--- src/rtl/imm_gen_pipe_pkg.sv ---
// imm_pkg: shared types for the immediate generator pipeline.
//   imm_src_t   - immediate format select, encoded as presented on immSrc
//   buf_state_t - occupancy of the two-entry output skid buffer
package imm_pkg;

    typedef enum logic [2:0] {
        IMM_IZ  = 3'd0,  // zero-extended instr[31:20]
        IMM_I   = 3'd1,  // sign-extended instr[31:20]
        IMM_S   = 3'd2,
        IMM_B   = 3'd3,
        IMM_U   = 3'd4,
        IMM_J   = 3'd5,
        IMM_Z   = 3'd6,  // CSR uimm, zero-extended instr[19:15]
        IMM_RSV = 3'd7
    } imm_src_t;

    typedef enum logic [1:0] {
        BUF_EMPTY = 2'd0,
        BUF_ONE   = 2'd1,  // main register valid
        BUF_TWO   = 2'd2   // main and skid registers valid
    } buf_state_t;

endpackage

--- src/rtl/imm_gen_pipe_decode.sv ---
// imm_decode: purely combinational immediate extraction and extension.
// Ports:
//   instr - raw 32-bit instruction word
//   src   - immediate format select
//   imm   - immediate extended to XLEN bits
//   bad   - src was the reserved encoding (imm forced to 0)
module imm_decode
    import imm_pkg::*;
#(
    parameter int XLEN = 32
) (
    input  logic [31:0]     instr,
    input  imm_src_t        src,
    output logic [XLEN-1:0] imm,
    output logic            bad
);

    logic [31:0] val;
    logic        sx;

    // The opcode field never contributes to an immediate.
    logic unused_opcode;
    assign unused_opcode = ^instr[6:0];

    always_comb begin
        val = '0;
        sx  = 1'b0;
        bad = 1'b0;
        case (src)
            IMM_IZ: val = {20'b0, instr[31:20]};
            IMM_I: begin
                val = {{20{instr[31]}}, instr[31:20]};
                sx  = 1'b1;
            end
            IMM_S: begin
                val = {{20{instr[31]}}, instr[31:25], instr[11:7]};
                sx  = 1'b1;
            end
            IMM_B: begin
                val = {{19{instr[31]}}, instr[31], instr[7], instr[30:25], instr[11:8], 1'b0};
                sx  = 1'b1;
            end
            IMM_U: begin
                // On RV64 the U immediate is still sign-extended from bit 31.
                val = {instr[31:12], 12'b0};
                sx  = 1'b1;
            end
            IMM_J: begin
                val = {{11{instr[31]}}, instr[31], instr[19:12], instr[20], instr[30:21], 1'b0};
                sx  = 1'b1;
            end
            IMM_Z: val = {27'b0, instr[19:15]};
            default: bad = 1'b1;
        endcase

        // 32-bit value is already correctly extended; widen to XLEN.
        if (sx) begin
            imm = XLEN'($signed(val));
        end else begin
            imm = XLEN'(val);
        end
    end

endmodule

--- src/rtl/imm_gen_pipe.sv ---
// imm_gen_pipe: RV32I/RV64I immediate generator with a registered,
// two-entry skid-buffered output.
// Ports:
//   clk, rst_n          - clock, synchronous active-low reset
//   flush               - discard all buffered entries
//   in_valid, in_ready  - input handshake (in_ready is registered)
//   instr, immSrc       - instruction word and immediate format select
//   in_tag              - sideband tag carried with the immediate
//   out_valid, out_ready- output handshake
//   immOp, out_tag      - extended immediate and its tag
//   bad_src             - entry was built from the reserved format select
//
// Handshake: a transfer happens on a rising edge where valid and ready are
// both high. The producer holds its payload while valid && !ready; out_valid
// does not depend on out_ready, and in_ready does not depend on in_valid.
module imm_gen_pipe
    import imm_pkg::*;
#(
    parameter int XLEN  = 32,
    parameter int TAG_W = 5,
    parameter int ILW   = 32
) (
    input  logic             clk,
    input  logic             rst_n,
    input  logic             flush,
    input  logic             in_valid,
    output logic             in_ready,
    input  logic [ILW-1:0]   instr,
    input  logic [2:0]       immSrc,
    input  logic [TAG_W-1:0] in_tag,
    output logic             out_valid,
    input  logic             out_ready,
    output logic [XLEN-1:0]  immOp,
    output logic [TAG_W-1:0] out_tag,
    output logic             bad_src
);

    typedef struct packed {
        logic [XLEN-1:0]  imm;
        logic [TAG_W-1:0] tag;
        logic             bad;
    } entry_t;

    buf_state_t state;
    entry_t     m_q;   // main entry, drives the outputs
    entry_t     k_q;   // skid entry, filled only while the consumer stalls
    entry_t     d_in;

    logic in_fire;
    logic out_fire;

    imm_decode #(
        .XLEN(XLEN)
    ) u_decode (
        .instr(instr),
        .src  (imm_src_t'(immSrc)),
        .imm  (d_in.imm),
        .bad  (d_in.bad)
    );
    assign d_in.tag = in_tag;

    assign in_ready  = (state != BUF_TWO);
    assign out_valid = (state != BUF_EMPTY);
    assign in_fire   = in_valid & in_ready;
    assign out_fire  = out_valid & out_ready;

    assign immOp   = m_q.imm;
    assign out_tag = m_q.tag;
    assign bad_src = m_q.bad;

    always_ff @(posedge clk) begin
        if (!rst_n) begin
            state <= BUF_EMPTY;
            m_q   <= '0;
            k_q   <= '0;
        end else if (flush) begin
            // Entries are dropped by state alone; stale data stays hidden
            // behind out_valid=0.
            state <= BUF_EMPTY;
        end else begin
            case (state)
                BUF_EMPTY: begin
                    if (in_fire) begin
                        m_q   <= d_in;
                        state <= BUF_ONE;
                    end
                end
                BUF_ONE: begin
                    if (in_fire && out_fire) begin
                        m_q <= d_in;
                    end else if (in_fire) begin
                        k_q   <= d_in;
                        state <= BUF_TWO;
                    end else if (out_fire) begin
                        state <= BUF_EMPTY;
                    end
                end
                BUF_TWO: begin
                    if (out_fire) begin
                        m_q   <= k_q;
                        state <= BUF_ONE;
                    end
                end
                default: state <= BUF_EMPTY;
            endcase
        end
    end

endmodule

--- config.mk ---
export PLATFORM = sky130hd
export DESIGN_NAME = imm_gen_pipe
export DESIGN_NICKNAME = d
export VERILOG_FILES = /design/src/rtl/imm_gen_pipe_pkg.sv /design/src/rtl/imm_gen_pipe_decode.sv /design/src/rtl/imm_gen_pipe.sv
export SDC_FILE = /design/constraint.sdc
export NUM_CORES = 1
export LEC_CHECK = 0
export BUFFER_PORTS_ARGS = -buffer_cell sky130_fd_sc_hd__buf_2
export CORE_MARGIN = 2
export CORE_UTILIZATION = 54
export CTS_CLUSTER_DIAMETER = 200
export DETAILED_ROUTE_END_ITERATION = 12
export GPL_ROUTABILITY_DRIVEN = 1
export PLACE_DENSITY = 0.79
export SYNTH_ARGS = -nofsm -noshare
export SYNTH_HDL_FRONTEND = slang
export SYNTH_SLANG_ARGS = --single-unit
--- constraint.sdc ---
create_clock -name clk -period 2.1 [get_ports clk]
set_input_delay 0.315 -clock clk [delete_from_list [all_inputs] [get_ports clk]]
set_output_delay 0.315 -clock clk [all_outputs]
set_load 0.02 [all_outputs]
# After elaboration in Yosys (flattened, before gate mapping)
# Index checks and enable logic that the tools add are counted.
# word_totals
wordCells	48
input_bits	45
latchBits	0
rom_bits	0
n_memories	0
regBits	78
mem_bits_rw	0
# classes
addsub	0
magnitude_cmp	0
mul	0
n_mux	12
shifts	0
bitwise	5
div	0
n_eq_ne	14
reduce_logical	10
# op_table
operator	n
32-bit case mux with 7 select lines	1
38-bit two-way mux	3
38-bit case mux with 3 select lines	1
2-bit two-way mux	5
2-bit inequality test (second input constant)	5
3-bit == test (second input constant)	3
4-bit AND reduction	2
7-bit OR reduction	1
3-bit by 2-bit == test with 1-bit output (second input constant)	2
2-bit case mux with 3 select lines	1
5-bit AND reduction	1
3-bit by 1-bit == test with 1-bit output (second input constant)	1
3-bit zero test	1
3-bit inequality test (second input constant)	1
1-bit NOT	3
3-bit nonzero test	1
1-bit AND	2
2-bit by 1-bit == test with 1-bit output (second input constant)	1
2-bit == test (second input constant)	1
2-bit zero test	1
2-bit nonzero test	1
2-bit OR reduction	1
1-bit logical AND	1
1-bit two-way mux	1

# Depth between registers and ports, before layout
# Gate-level depths: netlist of the first run.
# logic_depth
depth_word	6
depth_mapped	7
depth_no_buf	5

# By module
# A second synthesis of the first run with hierarchy kept.
# unflattened
hier_cells	454
hier_area_um2	4251.6
# by_module_without_submodules
mod	area_each_um2	cells_each	n_inst
imm_gen_pipe	3617.2	369	1
imm_decode	634.4	85	1

# Worst setup path after synthesis of the first run
# No wires, ideal clock.
# synth_path
path_type	in2reg
from	in immSrc[1]
to	reg m_q, in the netlist bad_src
t_arrival_ns	1.616
path_slack_ns	0.425
setup_ns	0.059
stages	7
cell_sequence	buf_2 -> inv_1 -> clkbuf_1 -> ha_1 -> a211oi_1 -> and2_1 -> o221a_2
# synth_via
elab_chain_cells	5
word_cells_on_any_way	12
classes_between	eq/ne: 6; mux: 4; reduce/logical: 2
# synth_lines
item	line_no	rtl
start, declared	imm_gen_pipe.sv:29	input logic [2:0] immSrc,
3-bit == test (tied with other cells)	imm_gen_pipe_decode.sv:29	case (src)
7-bit OR reduction (no source line) *	-	
1-bit two-way mux *	imm_gen_pipe_decode.sv:29	
38-bit two-way mux, on equally long branches	imm_gen_pipe.sv:89, imm_gen_pipe.sv:83	
38-bit case mux with 3 select lines *	imm_gen_pipe.sv:81	case (state)
end signal, assigned	imm_gen_pipe.sv:84	m_q <= d_in;
end signal, assigned	imm_gen_pipe.sv:90	m_q <= d_in;
end signal, assigned	imm_gen_pipe.sv:100	m_q <= k_q;
end, declared	imm_gen_pipe.sv:45	entry_t m_q;
# Mark *: on every way between the ends. The rest lies on a longest branch, timed or not. The select of a mux whose other input is x is not followed.
# A chain may end at the register's enable or synchronous reset.

# Worst setup path after layout of the first run
# layout_path
from	reg state[0]
to	out in_ready
# layout_via
elab_chain_cells	1
# layout_lines
item	line_no	rtl
start, declared	imm_gen_pipe.sv:44	buf_state_t state;
start signal, assigned	imm_gen_pipe.sv:73	state <= BUF_EMPTY;
start signal, assigned	imm_gen_pipe.sv:79	state <= BUF_EMPTY;
start signal, assigned	imm_gen_pipe.sv:85	state <= BUF_ONE;
2-bit inequality test	imm_gen_pipe.sv:62	assign in_ready = (state != BUF_TWO);
end, declared	imm_gen_pipe.sv:27	output logic in_ready,
# No other way between the ends.

==> metrics, run 1 <==
status complete, no violations; CTS Buf Count 9; vias in the first global route 3084; Pre-antenna DRT Iters 5; cell area after layout 4290 sq um; Via-to-Cell Ratio 6.16; drt drc 0; initial antenna violation count 0; post-route minimum period 1.95 ns; FF+latch area 1560 sq um; unique cell type count in the Yosys netlist 53; reg-to-reg critical path startpoint state[0]; DRT antenna net count 0; Final Cycle Share 0.930; register bit total from synthesis 78; R2R Setup Slk 0.31 ns; area of the multi-input gates 1880 sq um; Clock Skew 0.00739 ns; WP data required 1.78 ns; critical-path cell list and2b_4 > inv_6 > buf_2; Placed Area 4080 sq um; largest net degree at the start of global routing 47; Starting DRT DRC Count 270; DP Wirelength 6270 microns; number of flops mapped to enable cells by yosys 0; ratio of cells with drive above 1 in the final layout 0.272; Seq pwr share 0.490; first-pass GRT wire length 14600 microns; Initial Utilization 0.551; post-synthesis mux area share 0.0166; GR Util All Layers 0.246; top cells by area, synth dfxtp_1, a21oi_1, nand2_1, nor2_1, a211oi_1; Mean Syn Cell Area 8.82 sq um; worst vdd ir 0.000522 V; crit path DAT 1.64 ns; Rel. slew slack 0.633; adder-cell share of the synthesized area 0.00340; busiest layer in global routing met2; WL/cell 16.4 microns; Final GP Congestion 0.859; core area 6680 sq um; # port buffers 77; TritonCTS Sinks 78; post-synthesis xor/xnor area fraction 0; met1 Resource Use GR 0.326; worst-margin pin slew 0.551 ns; Die X 86.6 microns; Final Hold Viols 0; Hold WS 0.220 ns; Mapped Area 3680 sq um; GR Util met3 0.0619; Routed WL 9310 microns; Synth async-reset ratio 0; Post-Syn Instances 418; CTS Hold Bufs 0; top_reg_cell synth dfxtp_1; slowest stage delay, CP 0.48 ns; Min-Delay Path Class input port to flip-flop; reg2reg path depth 5; I/O pin count 85; Final setup viols 0; YS warnings 0; final net count 528; # diodes 0; TritonCTS clock tree built; Longest Clk Path Bufs 2; PD cells 738 nW/um^2; sequential area share after synthesis 0.424; Synth Area in Simple Gates 0.144; RSZ-0062 raised after global routing false; Internal 2350 uW; later-pin clock latency in the skew report 0.34 ns; vias 3485; Compound-Gate Fraction of Synth Area 0.346; Slew Viols, Final 0; clk root buf clkbuf_8; H-tree depth 3; combinational share of power 0.139; cell family with the largest share of critical-path delay buffers and inverters; CP bufs+invs 2; crit start category flip-flop; RR Endpoint immOp[6]; Clock power frac 0.371; met2 Resource Use GR 0.390; Final Util 0.641; CP max stage cell dfxtp_1; num rows 30; hold path depth 3; Die Area 7500 sq um; max-cap violations 0; Crit Path Class flip-flop to output pin; Hold EP k_q[1]; Synth top area share 0.424; grt ovf 0; Worst setup EP type output pin; Syn Nets 464; die height 86.6 microns; Filler Cells Inserted 570; Crit Path Max Fanout 46; Switch Pwr 814 uW; Hold Crit Start in_tag[0]; Static Leak 0.00195 uW; f_max 512 MHz; Clock Pin Slew Worst Setup and Hold Paths 0.08 ns; largest family of logic cells by synthesized area compound AO/OA/AOI/OAI gates; P&R area growth vs syn 16.3%; Setup TNS 0 ns; Yosys top cell by area dfxtp_1; Switching Fraction 0.257
[power groups by stage]
stage	clock, uW	combinational, uW	sequential (uW)
floorplan	0	247	1620
global placement	0	425	1580
detailed placement	0	432	1580
CTS	1190	436	1550
global route	1250	475	1550
finish	1170	440	1550
[flip-flops by register name (all words and copies together) (netlist names)]
signal	cells
immOp	32
bad_src	1
out_tag	5
state	2
k_q	38
[cell usage after synthesis (2+ instances only)]
| library cell | n |
|---|---|
| dfxtp_1 | 78 |
| a21oi_1 | 45 |
| nand2_1 | 41 |
| nor2_1 | 38 |
| clkbuf_1 | 20 |
| o21ai_0 | 17 |
| a31oi_1 | 15 |
| a211oi_1 | 14 |
| o31ai_1 | 12 |
| buf_2 | 11 |
| a32oi_1 | 10 |
| a22o_1 | 8 |
| nor2b_1 | 8 |
| a211o_1 | 7 |
| a311oi_1 | 7 |
| a2bb2oi_1 | 6 |
| nand3_1 | 6 |
| o211a_1 | 6 |
| a22o_2 | 5 |
| buf_4 | 5 |
| inv_1 | 5 |
| mux2i_1 | 5 |
| o211ai_1 | 5 |
| o41ai_1 | 5 |
| buf_6 | 4 |
| a22oi_1 | 3 |
| a21o_1 | 2 |
| nand2b_1 | 2 |
| nand2b_4 | 2 |
| o221a_2 | 2 |
| or2_2 | 2 |
[area by class of cell]
type,count,share of cell area
Clock inverter,5,0.0175
Sequential cell,78,0.364
Clock buffer,10,0.0298
Tap cell,80,0.0234
Multi-Input combinational cell,292,0.438
Timing Repair Buffer,94,0.120
Inverter,7,0.00730
[worst reg2reg max path, cell delays in order, from the launching register on]
cell	delay, ns
dfxtp_1	0.48
nand3b_4	0.25
a21boi_4	0.41
nor2_1	0.16
buf_4	0.19
o211a_1	0.21
[worst max path at each step]
stage | slack (ns) | depth (start not counted) | startpoint | endpoint
4_1_cts | 0.07 | 3 | state[0] | in_ready
5_1_grt | 0.09 | 3 | state[0] | in_ready
3_5_place_dp | 0.31 | 5 | immSrc[2] | immOp[27]
6_report | 0.15 | 3 | state[0] | in_ready
2_1_floorplan | 0.43 | 7 | immSrc[1] | bad_src
3_3_place_gp | 0.34 | 5 | out_ready | k_q[36]
[through the flow]
step | std cells | power (uW) | setup slack, ns
6_report | 566 | 3160 | 0.148
5_1_grt | 566 | 3280 | 0.0927
4_1_cts | 566 | 3170 | 0.0690
3_5_place_dp | 551 | 2020 | 0.307
3_3_place_gp | 551 | 2010 | 0.335
2_1_floorplan | 418 | 1870 | 0.425
[timing repair]
action,in CTS,in global routing
endpoints found under the setup margin,0,1
hold endpoints to repair,0,0
resized for setup,0,1
setup buffers,0,0
[cells by family after synthesis]
kind of cell             after synthesis
buffers and inverters                 48
adder cells (fa/ha/maj)                1
flip-flops                            78
multiplexers                           6
AO/OA/AOI/OAI                        176
AND/OR/NAND/NOR                      109
[layer usage]
metal / share of wire / wire [microns]
met1: 0.44 / 4130
met2: 0.47 / 4350
met3: 0.067 / 627
met4: 0.022 / 201
met5: 0 / 0
[cell usage in the layout, fill, tap and decap left out, types with 2 or more instances in the layout]
cell / n
a211o_1: 7
a211oi_1: 14
a21o_1: 2
a21oi_1: 45
a22o_1: 8
a22o_2: 5
a22oi_1: 3
a2bb2oi_1: 6
a311oi_1: 7
a31oi_1: 15
a32oi_1: 10
buf_2: 77
buf_4: 17
bufinv_16: 2
clkbuf_8: 9
clkinv_2: 3
dfxtp_1: 78
inv_1: 5
mux2i_1: 5
nand2_1: 41
nand2b_1: 2
nand2b_4: 2
nand3_1: 6
nor2_1: 38
nor2b_1: 8
o211a_1: 6
o211ai_1: 5
o21ai_0: 17
o221a_2: 2
o31ai_1: 12
o41ai_1: 5
or2_2: 2
Power figures use the tool's default switching activity.
==> inputs of run 2 (changes only) <==
Settings changed: CORE_ASPECT_RATIO set to 0.6.
==> metrics, run 2 (synthesis results as in run 1) <==
crit start category flip-flop; DRT antenna net count 0; CP max stage cell nor2_1; commonest non-fill, non-tap cells in the layout dfxtp_1, buf_2, a21oi_1, nand2_1, nor2_1; Slew Viols, Final 0; Hold EP k_q[1]; GR Util All Layers 0.264; die height 68.0 microns; f_max 500 MHz; cell family with the largest share of critical-path delay simple AND/OR/NAND/NOR gates; final net count 526; Crit Path Class flip-flop to flip-flop; Final GP Congestion 0.839; Final Util 0.664; Crit Path Max Fanout 13; CTS Buf Count 9; Initial Utilization 0.554; Rel. slew slack 0.314; # port buffers 77; Largest Register k_q; RR Endpoint immOp[1]; Die Area 7520 sq um; initial antenna violation count 0; CTS Hold Bufs 0; RSZ-0062 raised after global routing false; DP Wirelength 6470 microns; H-tree depth 3; Setup Buffers After CTS 0; R2R Setup Slk 0.10 ns; crit path DAT 2.29 ns; core area 6650 sq um; Min-Delay Path Class input port to flip-flop; critical-path cell list nand3b_4 > a21boi_4 > nor2_1 > a22o_2; Final Hold Viols 0; ratio of cells with drive above 1 in the final layout 0.270; first-pass GRT wire length 15400 microns; Setup TNS 0 ns; num rows 23; grt ovf 0; hold path depth 3; TritonCTS Sinks 78; WP data required 2.39 ns; max reg flops 38; Clock Pin Slew Worst Setup and Hold Paths 0.06 ns; worst vdd ir 0.000698 V; Static Leak 0.00200 uW; CP bufs+invs 0; vias in the first global route 3045; worst-margin pin slew 1.03 ns; I/O pin count 85; Final setup viols 0; TritonCTS clock tree built; post-route minimum period 2.00 ns; # diodes 0; reg2reg path depth 4; clk root buf clkbuf_16; Starting DRT DRC Count 302; Clock Skew 0.00637 ns; drt drc 0; Routed WL 9700 microns; largest net degree at the start of global routing 47; Longest Clk Path Bufs 2; max-cap violations 0; P&R area growth vs syn 19.7%; placed cells 556; Pre-antenna DRT Iters 5; Hold Crit Start in_tag[0]; vias 3455; reg-to-reg critical path startpoint state[1]; Die X 111 microns; Final Cycle Share 0.952; Via-to-Cell Ratio 6.04; slowest stage delay, CP 0.79 ns; status complete, no violations; later-pin clock latency in the skew report 0.35 ns; commonest non-fill, non-tap cell in the layout dfxtp_1; PD cells 845 nW/um^2; Worst setup EP type flip-flop; WL/cell 16.9 microns; fin cells 572
-- run 2: cell types whose count changed in the layout (fill, tap and decap cells not counted) --
cell	before	now
buf_4	17	15
clkbuf_16	0	9
clkbuf_8	9	3
clkinv_2	3	1
-- run 2: how the worst max path moves through the flow --
stage / from / to / cells past startpoint
final: state[1] / immOp[1] / 4
after global routing: state[1] / immOp[1] / 4
after CTS: state[0] / in_ready / 3
after detailed placement: state[1] / immOp[1] / 4
after global placement: out_ready / immOp[3] / 5
after floorplan: immSrc[1] / bad_src / 7
-- run 2: stage by stage --
stage | instance area (sq um) | setup slack [ns] | hold slack, ns | power, uW
after detailed placement | 4070 | 0.154 | 0.438 | 2020
after global placement | 4070 | 0.228 | 0.431 | 2010
after CTS | 4410 | 0.0808 | 0.217 | 3740
final | 4410 | 0.101 | 0.222 | 3730
after floorplan | 3680 | 0.425 | 0.394 | 1870
after global routing | 4410 | 0.0381 | 0.215 | 3860
-- run 2: metal layers --
layer / vias up / global-route usage / share of wire
met3: 16 / 0.0779 / 0.071
met1: 1632 / 0.360 / 0.49
met2: 120 / 0.406 / 0.43
met4: 0 / 0.0875 / 0.014
li1: 1687 / - / -
met5: - / 0 / 0
-- run 2: worst min-delay path: cells and delay by family --
kind / cells / cell delay, ns
AO/OA/AOI/OAI: 1 / 0.05
buffers and inverters: 1 / 0.11
AND/OR/NAND/NOR: 1 / 0.05
-- run 2: what timing repair did --
item / in CTS / in global routing
hold endpoints to repair: 0 / 0
gates resized for setup: 0 / 1
setup endpoints to repair: 0 / 1
-- run 2: final cells by class --
class	count	area (sq um)
Fill cell	581	2240
Clock buffer	13	270
Clock inverter	3	65.1
Tap cell	87	109
Inverter	7	31.3
Multi-Input combinational cell	292	1880
Timing Repair Buffer	92	498
Sequential cell	78	1560
-- run 2: power by group --
group	switching (uW)	internal, uW	total [uW]
Sequential	26.2	1530	1550
Clock	600	1140	1740
Combinational	272	167	439
Total	899	2830	3730
==> inputs of run 3 (changes only) <==
Settings changed: CAP_MARGIN set to 20, CORE_UTILIZATION 54 to 60, CTS_BUF_LIST set to sky130_fd_sc_hd__clkbuf_8, PLACE_DENSITY 0.79 to 0.87.
Clock period 2.1 ns to 2.4 ns, I/O delays scaled along.
==> metrics, run 3 (synthesis results as in run 1) <==
max reg flops 38; initial antenna violation count 0; Die Area 6800 sq um; WL/cell 17.1 microns; DRT antenna net count 0; later-pin clock latency in the skew report 0.36 ns; reg-to-reg critical path startpoint state[1]; Min-Delay Path Class input port to flip-flop; Starting DRT DRC Count 296; # diodes 0; Initial Utilization 0.611; status complete, no violations; crit path DAT 1.74 ns; Final Hold Viols 0; final net count 522; max-cap violations 0; TritonCTS Sinks 78; Clock power frac 0.356; Crit Path Class flip-flop to output pin; Setup TNS 0 ns; vias 3524; Final Util 0.702; drt drc 0; CTS Buf Count 9; commonest non-fill, non-tap cells in the layout dfxtp_1, buf_2, a21oi_1, nand2_1, nor2_1; vias in the first global route 3353; Hold Crit Start in_tag[4]; area of the multi-input gates 1880 sq um; core area 6030 sq um; Final setup viols 0; # port buffers 77; Setup Buffers After CTS 0; I/O pin count 85; critical path startpoint state[0]; Worst setup EP type output pin; DP Wirelength 6490 microns; largest net degree at the start of global routing 53; TritonCTS clock tree built; H-tree depth 3; FF+latch area 1560 sq um; Filler Cells Inserted 498; RR Endpoint immOp[24]; CTS Hold Bufs 0; clk root buf clkbuf_8; Internal 1950 uW; Slew Viols, Final 0; hold path depth 3; f_max 475 MHz; combinational share of power 0.142; Switching Fraction 0.279; dpl ws 0.258 ns; RSZ-0062 raised after global routing false; Routed WL 9650 microns; WP data required 2.04 ns; Final GP Congestion 0.861; worst vdd ir 0.000393 V; P&R area growth vs syn 14.8%; grt ovf 0; reg2reg path depth 4; ratio of cells with drive above 1 in the final layout 0.264; Switch Pwr 752 uW; Clock Pin Slew Worst Setup and Hold Paths 0.08 ns; Crit Path Max Fanout 46; post-route minimum period 2.10 ns; worst setup margin 0.296 ns; num rows 22; GR Util All Layers 0.294; Longest Clk Path Bufs 2; Rel. slew slack 0.471; PD cells 638 nW/um^2; Hold EP k_q[5]; die height 64.7 microns; Die X 105 microns; commonest non-fill, non-tap cell in the layout dfxtp_1; Seq pwr share 0.502; Via-to-Cell Ratio 6.24; Hold WS 0.248 ns; Final Cycle Share 0.877; Clock Skew 0.00805 ns; fin cells 565; worst-margin pin slew 0.793 ns; Largest Register k_q; post-cts gate resize count 0; Pre-antenna DRT Iters 5; placed cells 549; R2R Setup Slk 0.55 ns; crit start category flip-flop; first-pass GRT wire length 15800 microns; Static Leak 0.00190 uW
## run 3: cell type report
type	count	share of cell area
Inverter	7	0.00680
Timing Repair Buffer	88	0.111
Multi-Input combinational cell	292	0.444
Clock inverter	7	0.0157
Sequential cell	78	0.369
Clock buffer	9	0.0293
Tap cell	84	0.0248
## run 3: metal layers
layer / part of all wire / up-vias / track usage
li1: - / 1673 / -
met1: 0.44 / 1675 / 0.385
met2: 0.46 / 156 / 0.475
met3: 0.086 / 20 / 0.0704
met4: 0.015 / 0 / 0.115
met5: 0 / - / 0
## run 3: stage by stage
stage                     power (uW)  area (sq um)
after floorplan                 1640          3680
after global placement          1750          4040
after detailed placement        1760          4040
after CTS                       2700          4230
after global routing            2810          4230
final                           2700          4230
## run 3: worst max-delay path: stages (launching register included)
cell,delay (ns)
dfxtp_1,0.49
and2b_4,0.27
inv_4,0.37
buf_2,0.26
## run 3: worst max path at each step
stage,endpoint,slack (ns),cells past startpoint
after global placement,immOp[21],0.38,5
after detailed placement,immOp[24],0.26,5
after global routing,in_ready,0.21,3
after floorplan,bad_src,0.68,7
after CTS,in_ready,0.30,3
final,in_ready,0.30,3
## run 3: power groups by stage
stage,combinational (uW),sequential (uW),clock (uW)
after floorplan,216,1420,0
final,382,1360,962
after global routing,414,1360,1030
after CTS,377,1360,971
after global placement,365,1380,0
after detailed placement,375,1390,0
